--- config.mk ---
export PLATFORM = sky130hd
export DESIGN_NAME = count_sequencer_flat
export DESIGN_NICKNAME = d
export VERILOG_FILES = /design/src/rtl/count_sequencer_if.sv /design/src/rtl/count_sequencer.sv /design/src/flat_wrapper.sv
export SDC_FILE = /design/constraint.sdc
export NUM_CORES = 1
export LEC_CHECK = 0
export BUFFER_PORTS_ARGS = -buffer_cell sky130_fd_sc_hd__buf_2
export CORE_MARGIN = 2
export CORE_UTILIZATION = 50
export CTS_CLUSTER_DIAMETER = 60
export CTS_CLUSTER_SIZE = 16
export DETAILED_ROUTE_END_ITERATION = 10
export GPL_ROUTABILITY_DRIVEN = 1
export PLACE_DENSITY = 0.8
export SYNTH_ARGS = -nofsm -noshare
export SYNTH_HDL_FRONTEND = slang
export SYNTH_SLANG_ARGS = --single-unit
--- constraint.sdc ---
create_clock -name clk -period 2.6 [get_ports clk]
set_input_delay 0.39 -clock clk [delete_from_list [all_inputs] [get_ports clk]]
set_output_delay 0.39 -clock clk [all_outputs]
set_load 0.02 [all_outputs]
--- src/rtl/count_sequencer_if.sv ---
// Board-side bundle for count_sequencer: buttons, switches, counter
// handshake and status outputs.
interface count_sequencer_if;
  logic        start_btn;
  logic        stop_btn;
  logic        clear_btn;
  logic [1:0]  speed_sel;
  logic [15:0] max_count;
  logic        incremented;
  logic        signal;
  logic [63:0] delaySet;
  logic        counter_rst;
  logic [15:0] tally;
  logic [2:0]  state;
  logic        done;

  // Board / testbench side: drives buttons, switches and the counter pulse.
  modport master (
    output start_btn, stop_btn, clear_btn, speed_sel, max_count, incremented,
    input  signal, delaySet, counter_rst, tally, state, done
  );

  // Sequencer side.
  modport slave (
    input  start_btn, stop_btn, clear_btn, speed_sel, max_count, incremented,
    output signal, delaySet, counter_rst, tally, state, done
  );
endinterface

--- src/rtl/count_sequencer.sv ---
// Control FSM for the delay-based up-counter: turns start/stop/clear button
// edges and a speed switch into counter enable, delay setting and reset, and
// stops the counter exactly when the step tally reaches the latched target.
module count_sequencer #(
  parameter logic [63:0] DELAY_0      = 64'd100_000_000,
  parameter logic [63:0] DELAY_1      = 64'd50_000_000,
  parameter logic [63:0] DELAY_2      = 64'd10_000_000,
  parameter logic [63:0] DELAY_3      = 64'd1_000_000,
  parameter int          CLEAR_CYCLES = 2
) (
  input logic              clk,
  input logic              rst,
  count_sequencer_if.slave bus
);

  localparam logic [2:0] S_IDLE  = 3'd0;
  localparam logic [2:0] S_RUN   = 3'd1;
  localparam logic [2:0] S_PAUSE = 3'd2;
  localparam logic [2:0] S_DONE  = 3'd3;
  localparam logic [2:0] S_CLEAR = 3'd4;

  // Hold counter only needs to reach CLEAR_CYCLES-1.
  localparam int          CW       = (CLEAR_CYCLES > 1) ? $clog2(CLEAR_CYCLES) : 1;
  localparam logic [CW-1:0] CLR_LAST = CW'(CLEAR_CYCLES - 1);

  logic          start_q, stop_q, clear_q;
  logic          start_rise_s, stop_rise_s, clear_rise_s;
  logic [2:0]    state_q, state_d;
  logic [15:0]   tally_q, tally_d;
  logic [15:0]   target_q, target_d;
  logic [63:0]   delay_q, delay_d;
  logic [CW-1:0] clr_cnt_q, clr_cnt_d;
  logic [15:0]   tally_inc_s;
  logic          signal_q, signal_d;
  logic          crst_q, crst_d;
  logic          done_q, done_d;

  // Zero-extended delay table lookup for the speed switch.
  function automatic logic [63:0] delay_lookup(input logic [1:0] sel);
    logic [63:0] d;
    case (sel)
      2'd0:    d = DELAY_0;
      2'd1:    d = DELAY_1;
      2'd2:    d = DELAY_2;
      2'd3:    d = DELAY_3;
      default: d = DELAY_0;
    endcase
    return d;
  endfunction

  assign start_rise_s = bus.start_btn & ~start_q;
  assign stop_rise_s  = bus.stop_btn  & ~stop_q;
  assign clear_rise_s = bus.clear_btn & ~clear_q;
  assign tally_inc_s  = tally_q + 16'd1;

  // State, datapath and registered Moore outputs.
  always_ff @(posedge clk) begin
    if (rst) begin
      start_q   <= 1'b0;
      stop_q    <= 1'b0;
      clear_q   <= 1'b0;
      state_q   <= S_IDLE;
      tally_q   <= 16'd0;
      target_q  <= 16'd0;
      delay_q   <= DELAY_0;
      clr_cnt_q <= '0;
      signal_q  <= 1'b0;
      crst_q    <= 1'b0;
      done_q    <= 1'b0;
    end else begin
      start_q   <= bus.start_btn;
      stop_q    <= bus.stop_btn;
      clear_q   <= bus.clear_btn;
      state_q   <= state_d;
      tally_q   <= tally_d;
      target_q  <= target_d;
      delay_q   <= delay_d;
      clr_cnt_q <= clr_cnt_d;
      signal_q  <= signal_d;
      crst_q    <= crst_d;
      done_q    <= done_d;
    end
  end

  // Next state with priority clear > target reached > stop > start.
  always_comb begin
    state_d   = state_q;
    tally_d   = tally_q;
    target_d  = target_q;
    delay_d   = delay_q;
    clr_cnt_d = clr_cnt_q;
    if (clear_rise_s) begin
      state_d   = S_CLEAR;
      tally_d   = 16'd0;
      target_d  = 16'd0;
      clr_cnt_d = '0;
    end else begin
      case (state_q)
        S_IDLE: begin
          if (start_rise_s) begin
            target_d = bus.max_count;
            delay_d  = delay_lookup(bus.speed_sel);
            state_d  = (bus.max_count == 16'd0) ? S_DONE : S_RUN;
          end else begin
            state_d = S_IDLE;
          end
        end
        S_RUN: begin
          if (bus.incremented) begin
            tally_d = tally_inc_s;
            if (tally_inc_s == target_q) begin
              state_d = S_DONE;
            end else if (stop_rise_s) begin
              state_d = S_PAUSE;
            end else begin
              state_d = S_RUN;
            end
          end else if (stop_rise_s) begin
            state_d = S_PAUSE;
          end else begin
            state_d = S_RUN;
          end
        end
        S_PAUSE: begin
          if (start_rise_s) begin
            delay_d = delay_lookup(bus.speed_sel);
            state_d = S_RUN;
          end else begin
            state_d = S_PAUSE;
          end
        end
        S_DONE: begin
          state_d = S_DONE;
        end
        S_CLEAR: begin
          if (clr_cnt_q == CLR_LAST) begin
            state_d   = S_IDLE;
            clr_cnt_d = '0;
          end else begin
            clr_cnt_d = clr_cnt_q + CW'(1);
          end
        end
        default: begin
          state_d = S_IDLE;
        end
      endcase
    end
  end

  // Moore output decode of the upcoming state, registered alongside it.
  always_comb begin
    signal_d = 1'b0;
    crst_d   = 1'b0;
    done_d   = 1'b0;
    case (state_d)
      S_RUN:   signal_d = 1'b1;
      S_DONE:  done_d   = 1'b1;
      S_CLEAR: crst_d   = 1'b1;
      default: begin
        signal_d = 1'b0;
        crst_d   = 1'b0;
        done_d   = 1'b0;
      end
    endcase
  end

  assign bus.signal      = signal_q;
  assign bus.delaySet    = delay_q;
  assign bus.counter_rst = crst_q;
  assign bus.tally       = tally_q;
  assign bus.state       = state_q;
  assign bus.done        = done_q;

endmodule

--- src/flat_wrapper.sv ---
// flat-port wrapper written by rule: the top's interface ports become plain ports
module count_sequencer_flat 
#(
  parameter logic [63:0] DELAY_0      = 64'd100_000_000,
  parameter logic [63:0] DELAY_1      = 64'd50_000_000,
  parameter logic [63:0] DELAY_2      = 64'd10_000_000,
  parameter logic [63:0] DELAY_3      = 64'd1_000_000,
  parameter int          CLEAR_CYCLES = 2
)
  (clk, rst, bus_start_btn, bus_stop_btn, bus_clear_btn, bus_speed_sel, bus_max_count, bus_incremented, bus_signal, bus_delaySet, bus_counter_rst, bus_tally, bus_state, bus_done);
  count_sequencer_if bus_i ();
  input logic clk;
  input logic rst;
  input wire logic [$bits(bus_i.start_btn)-1:0] bus_start_btn;
  input wire logic [$bits(bus_i.stop_btn)-1:0] bus_stop_btn;
  input wire logic [$bits(bus_i.clear_btn)-1:0] bus_clear_btn;
  input wire logic [$bits(bus_i.speed_sel)-1:0] bus_speed_sel;
  input wire logic [$bits(bus_i.max_count)-1:0] bus_max_count;
  input wire logic [$bits(bus_i.incremented)-1:0] bus_incremented;
  output wire logic [$bits(bus_i.signal)-1:0] bus_signal;
  output wire logic [$bits(bus_i.delaySet)-1:0] bus_delaySet;
  output wire logic [$bits(bus_i.counter_rst)-1:0] bus_counter_rst;
  output wire logic [$bits(bus_i.tally)-1:0] bus_tally;
  output wire logic [$bits(bus_i.state)-1:0] bus_state;
  output wire logic [$bits(bus_i.done)-1:0] bus_done;
  assign bus_i.start_btn = bus_start_btn;
  assign bus_i.stop_btn = bus_stop_btn;
  assign bus_i.clear_btn = bus_clear_btn;
  assign bus_i.speed_sel = bus_speed_sel;
  assign bus_i.max_count = bus_max_count;
  assign bus_i.incremented = bus_incremented;
  assign bus_signal = bus_i.signal;
  assign bus_delaySet = bus_i.delaySet;
  assign bus_counter_rst = bus_i.counter_rst;
  assign bus_tally = bus_i.tally;
  assign bus_state = bus_i.state;
  assign bus_done = bus_i.done;
  count_sequencer #(.DELAY_0(DELAY_0), .DELAY_1(DELAY_1), .DELAY_2(DELAY_2), .DELAY_3(DELAY_3), .CLEAR_CYCLES(CLEAR_CYCLES)) u_core (.clk(clk), .rst(rst), .bus(bus_i));
endmodule
==> results.py <==
metrics = {
    "routing": {
        "first_pass_iters": 4,
        "wirelength_met1_um": 3010,
        "totalWireLength_um": 6650,
        "vias": 2616,
        "dr_wl_met3_um": 526,
        "remaining_drc_errors": 0,
        "post_drt_wl_per_cell_um": 13.0,
        "ant_nets": 0,
        "top_layer": "met4",
        "first_iter_violations": 179,
        "wl_met2_um": 3040,
        "vias_per_cell": 5.11,
    },
    "global_routing": {
        "first_global_vias": 2347,
        "grt_antenna_before_repair": 0,
        "grt_max_degree": 34,
        "grt.overflow.total": 0,
        "grt_pass1_wl_um": 10700,
        "track_usage_pct": 18.9,
    },
    "timing": {
        "fin_worst_skew_ns": 0.00743,
        "finalCritPeriodShare_pct": 93.5,
        "timing.fmax_ghz": 0.411,
        "relSlewSlack_pct": 58.6,
        "period_needed_ns": 2.43,
        "fin_ws_ns": 0.169,
        "rsz0062_at_grt": "no",
        "finalSetupTns_ns": 0,
        "hold_viol_final": 0,
        "finalSetupViolations": 0,
        "worst_pin_slew_ns": 0.616,
        "maxSlewViolCount": 0,
    },
    "final_layout": {
        "final_cell_mix": "65 x buf_2, 57 x nand2_1, 51 x dfxtp_1, 44 x conb_1, 33 x nor2_1",
        "antennaDiodeCount": 0,
        "area_growth_pct": 7.17,
        "drive_above_1_share_pct": 19.2,
        "finalNetCount": 469,
        "multi_input_area_mm2": 0.00172,
        "seq_area_mm2": 0.00108,
        "nFillCells": 573,
        "final_common_cell": "buf_2",
    },
    "clock_network": {
        "cts_hold_buf": 0,
        "clkTransAtPathRegs_ns": 0.10,
        "cts_tree": "yes",
        "cts-root-buf": "clkbuf_8",
        "numCtsBuffers": 5,
        "clockBufferDepth": 2,
        "cts.sink_count": 54,
        "clkLatencyLatePin_ns": 0.31,
        "htree_levels": 2,
    },
    "setup_path": {
        "worst_r2r_path_depth": 6,
        "r2r_start": "u_core.bus.tally[3]",
        "critPathArrivalTime_ns": 2.61,
        "crit_type": "reg2reg",
        "crit_start": "u_core.bus.tally[3]",
        "r2r_end": "u_core.bus.signal",
        "critPathMaxFanout": 13,
        "crit_path_start_kind": "register",
        "cp-endpoint": "u_core.bus.signal",
        "r2r_setup_slack_ns": 0.17,
        "endpoint_kind": "register",
        "required_ns": 2.78,
    },
    "synth": {
        "synthFlopType": "dfxtp_1",
        "seq_area_frac_synth_pct": 34.6,
        "synth_edf_count": 0,
        "ys_seq_elements": 54,
        "ys_warn_count": 0,
        "syn_inst": 389,
        "yosysTopAreaCell": "dfxtp_1",
        "synthArstFlopShare_pct": 0,
        "syn_area_per_cell_um2": 8.03,
        "synth_area_leaders": "dfxtp_1 35%, buf_4 12%, nand2_1 6.8%, a21oi_1 5.0%, xnor2_1 4.8%",
        "synth_area_mm2": 0.00312,
        "synth_top_area_share_pct": 34.6,
        "ys_types": 48,
    },
    "floorplan": {
        "die_h_um": 83.0,
        "die-area_mm2": 0.00690,
        "start_util_pct": 52.2,
        "die_w_um": 83.0,
        "core_area_mm2": 0.00599,
        "io_pins": 110,
        "rows": 28,
    },
    "power_and_ir_drop": {
        "peakVddDrop_v": 0.000328,
        "power_density_mw_per_mm2": 478,
        "leakagePower_nw": 1.43,
    },
    "min_path": {
        "hold_path.class": "in2reg",
    },
    "run_status": {
        "outcome": "finished clean",
    },
    "placement": {
        "gp_congestion": 0.905,
        "port_buffers": 65,
        "dpl.hpwl_um": 5140,
        "post-place-ws_ns": 0.140,
    },
    "job": {
        "maxCapViolCount": 0,
    },
}
[how the worst min path moves through the flow]
stage | start | to | slack (ns) | cells past startpoint
6_report | bus_stop_btn | u_core.stop_q | 0.30 | 2
5_1_grt | bus_stop_btn | u_core.stop_q | 0.30 | 2
4_1_cts | bus_stop_btn | u_core.stop_q | 0.29 | 2
3_5_place_dp | u_core.bus.delaySet[14] | u_core.bus.delaySet[14] | 0.45 | 1
3_3_place_gp | u_core.bus.delaySet[14] | u_core.bus.delaySet[14] | 0.44 | 1
2_1_floorplan | u_core.clr_cnt_q | u_core.clr_cnt_q | 0.44 | 2
[worst max-delay path: stages (launching register included)]
cell and delay (ns):
dfxtp_1 0.58, and4_1 0.42, nand3_1 0.19, o311ai_1 0.27
o311ai_1 0.17, or4_4 0.54, o2bb2ai_1 0.14
[stage by stage]
stage	total power, mW	utilization, %	instance area (um2)	hold WS, ns	cells
after floorplan	1.14	-	3290	0.441	432
after global placement	1.15	54.4	3260	0.442	505
after detailed placement	1.15	54.4	3260	0.448	505
after CTS	1.61	55.8	3340	0.294	512
after global routing	1.66	55.9	3350	0.305	512
final	1.60	55.9	3350	0.295	512
[state kept, by name, summed over array words and instances, names as in the netlist, 3 cells and up]
| register | count |
|---|---|
| u_core.bus.tally | 16 |
| u_core.target_q | 16 |
| u_core.bus.state | 3 |
| u_core.bus.delaySet | 12 |
[synth_stat cells (all sizes together) (5+ instances only)]
master and instances:
o21ai 7, nand2b 5, ha 8, nand2 57, nor4 8, a21oi 31
nor2 33, clkbuf 14, nor2b 5, nor3 7, buf 56, nand4 10
inv 5, dfxtp 54, xnor2 17, xor2 16, nand3 11
[power by group]
group | total (mW) | leakage [nW] | switching, mW | internal [mW]
clock | 0.467 | 0.0362 | 0.283 | 0.185
combinational | 0.257 | 0.951 | 0.181 | 0.0763
sequential | 0.876 | 0.441 | 0.0207 | 0.855
[cells by family (layout without fill, tap and decap cells)]
kind of cell    count (synthesis)  count (layout)  share of synthesized area [%]
compound gates                 59              59                           11.7
xor+xnor                       33              33                           9.25
fa+ha+maj                       8               8                           3.20
buf+inv                        75              80                           15.6
flops                          54              54                           34.6
mux                             1               1                          0.320
other cells                     1              44                          0.120
simple gates                  158             158                           25.2
[per-layer routing]
layer / up-vias / GRT usage [%]
li1: 1318 / -
met4: 0 / 7.45
met3: 7 / 4.08
met2: 111 / 30.1
met1: 1180 / 24.9
met5: - / 0
[final cells by class]
class	count	share of cell area [%]
clock buffers	5	2.06
clock inverters	2	0.448
inverters	5	0.561
multi-input cells	303	51.3
flip-flops and latches	54	32.4
well taps	75	2.80
repair buffers	68	10.4
[what timing repair did]
item / 4_1_cts / 5_1_grt
setup endpoints to repair: 0 / 2
buffers inserted: 0 / 0
resized for setup: 0 / 4
Power figures use the tool's default switching activity.
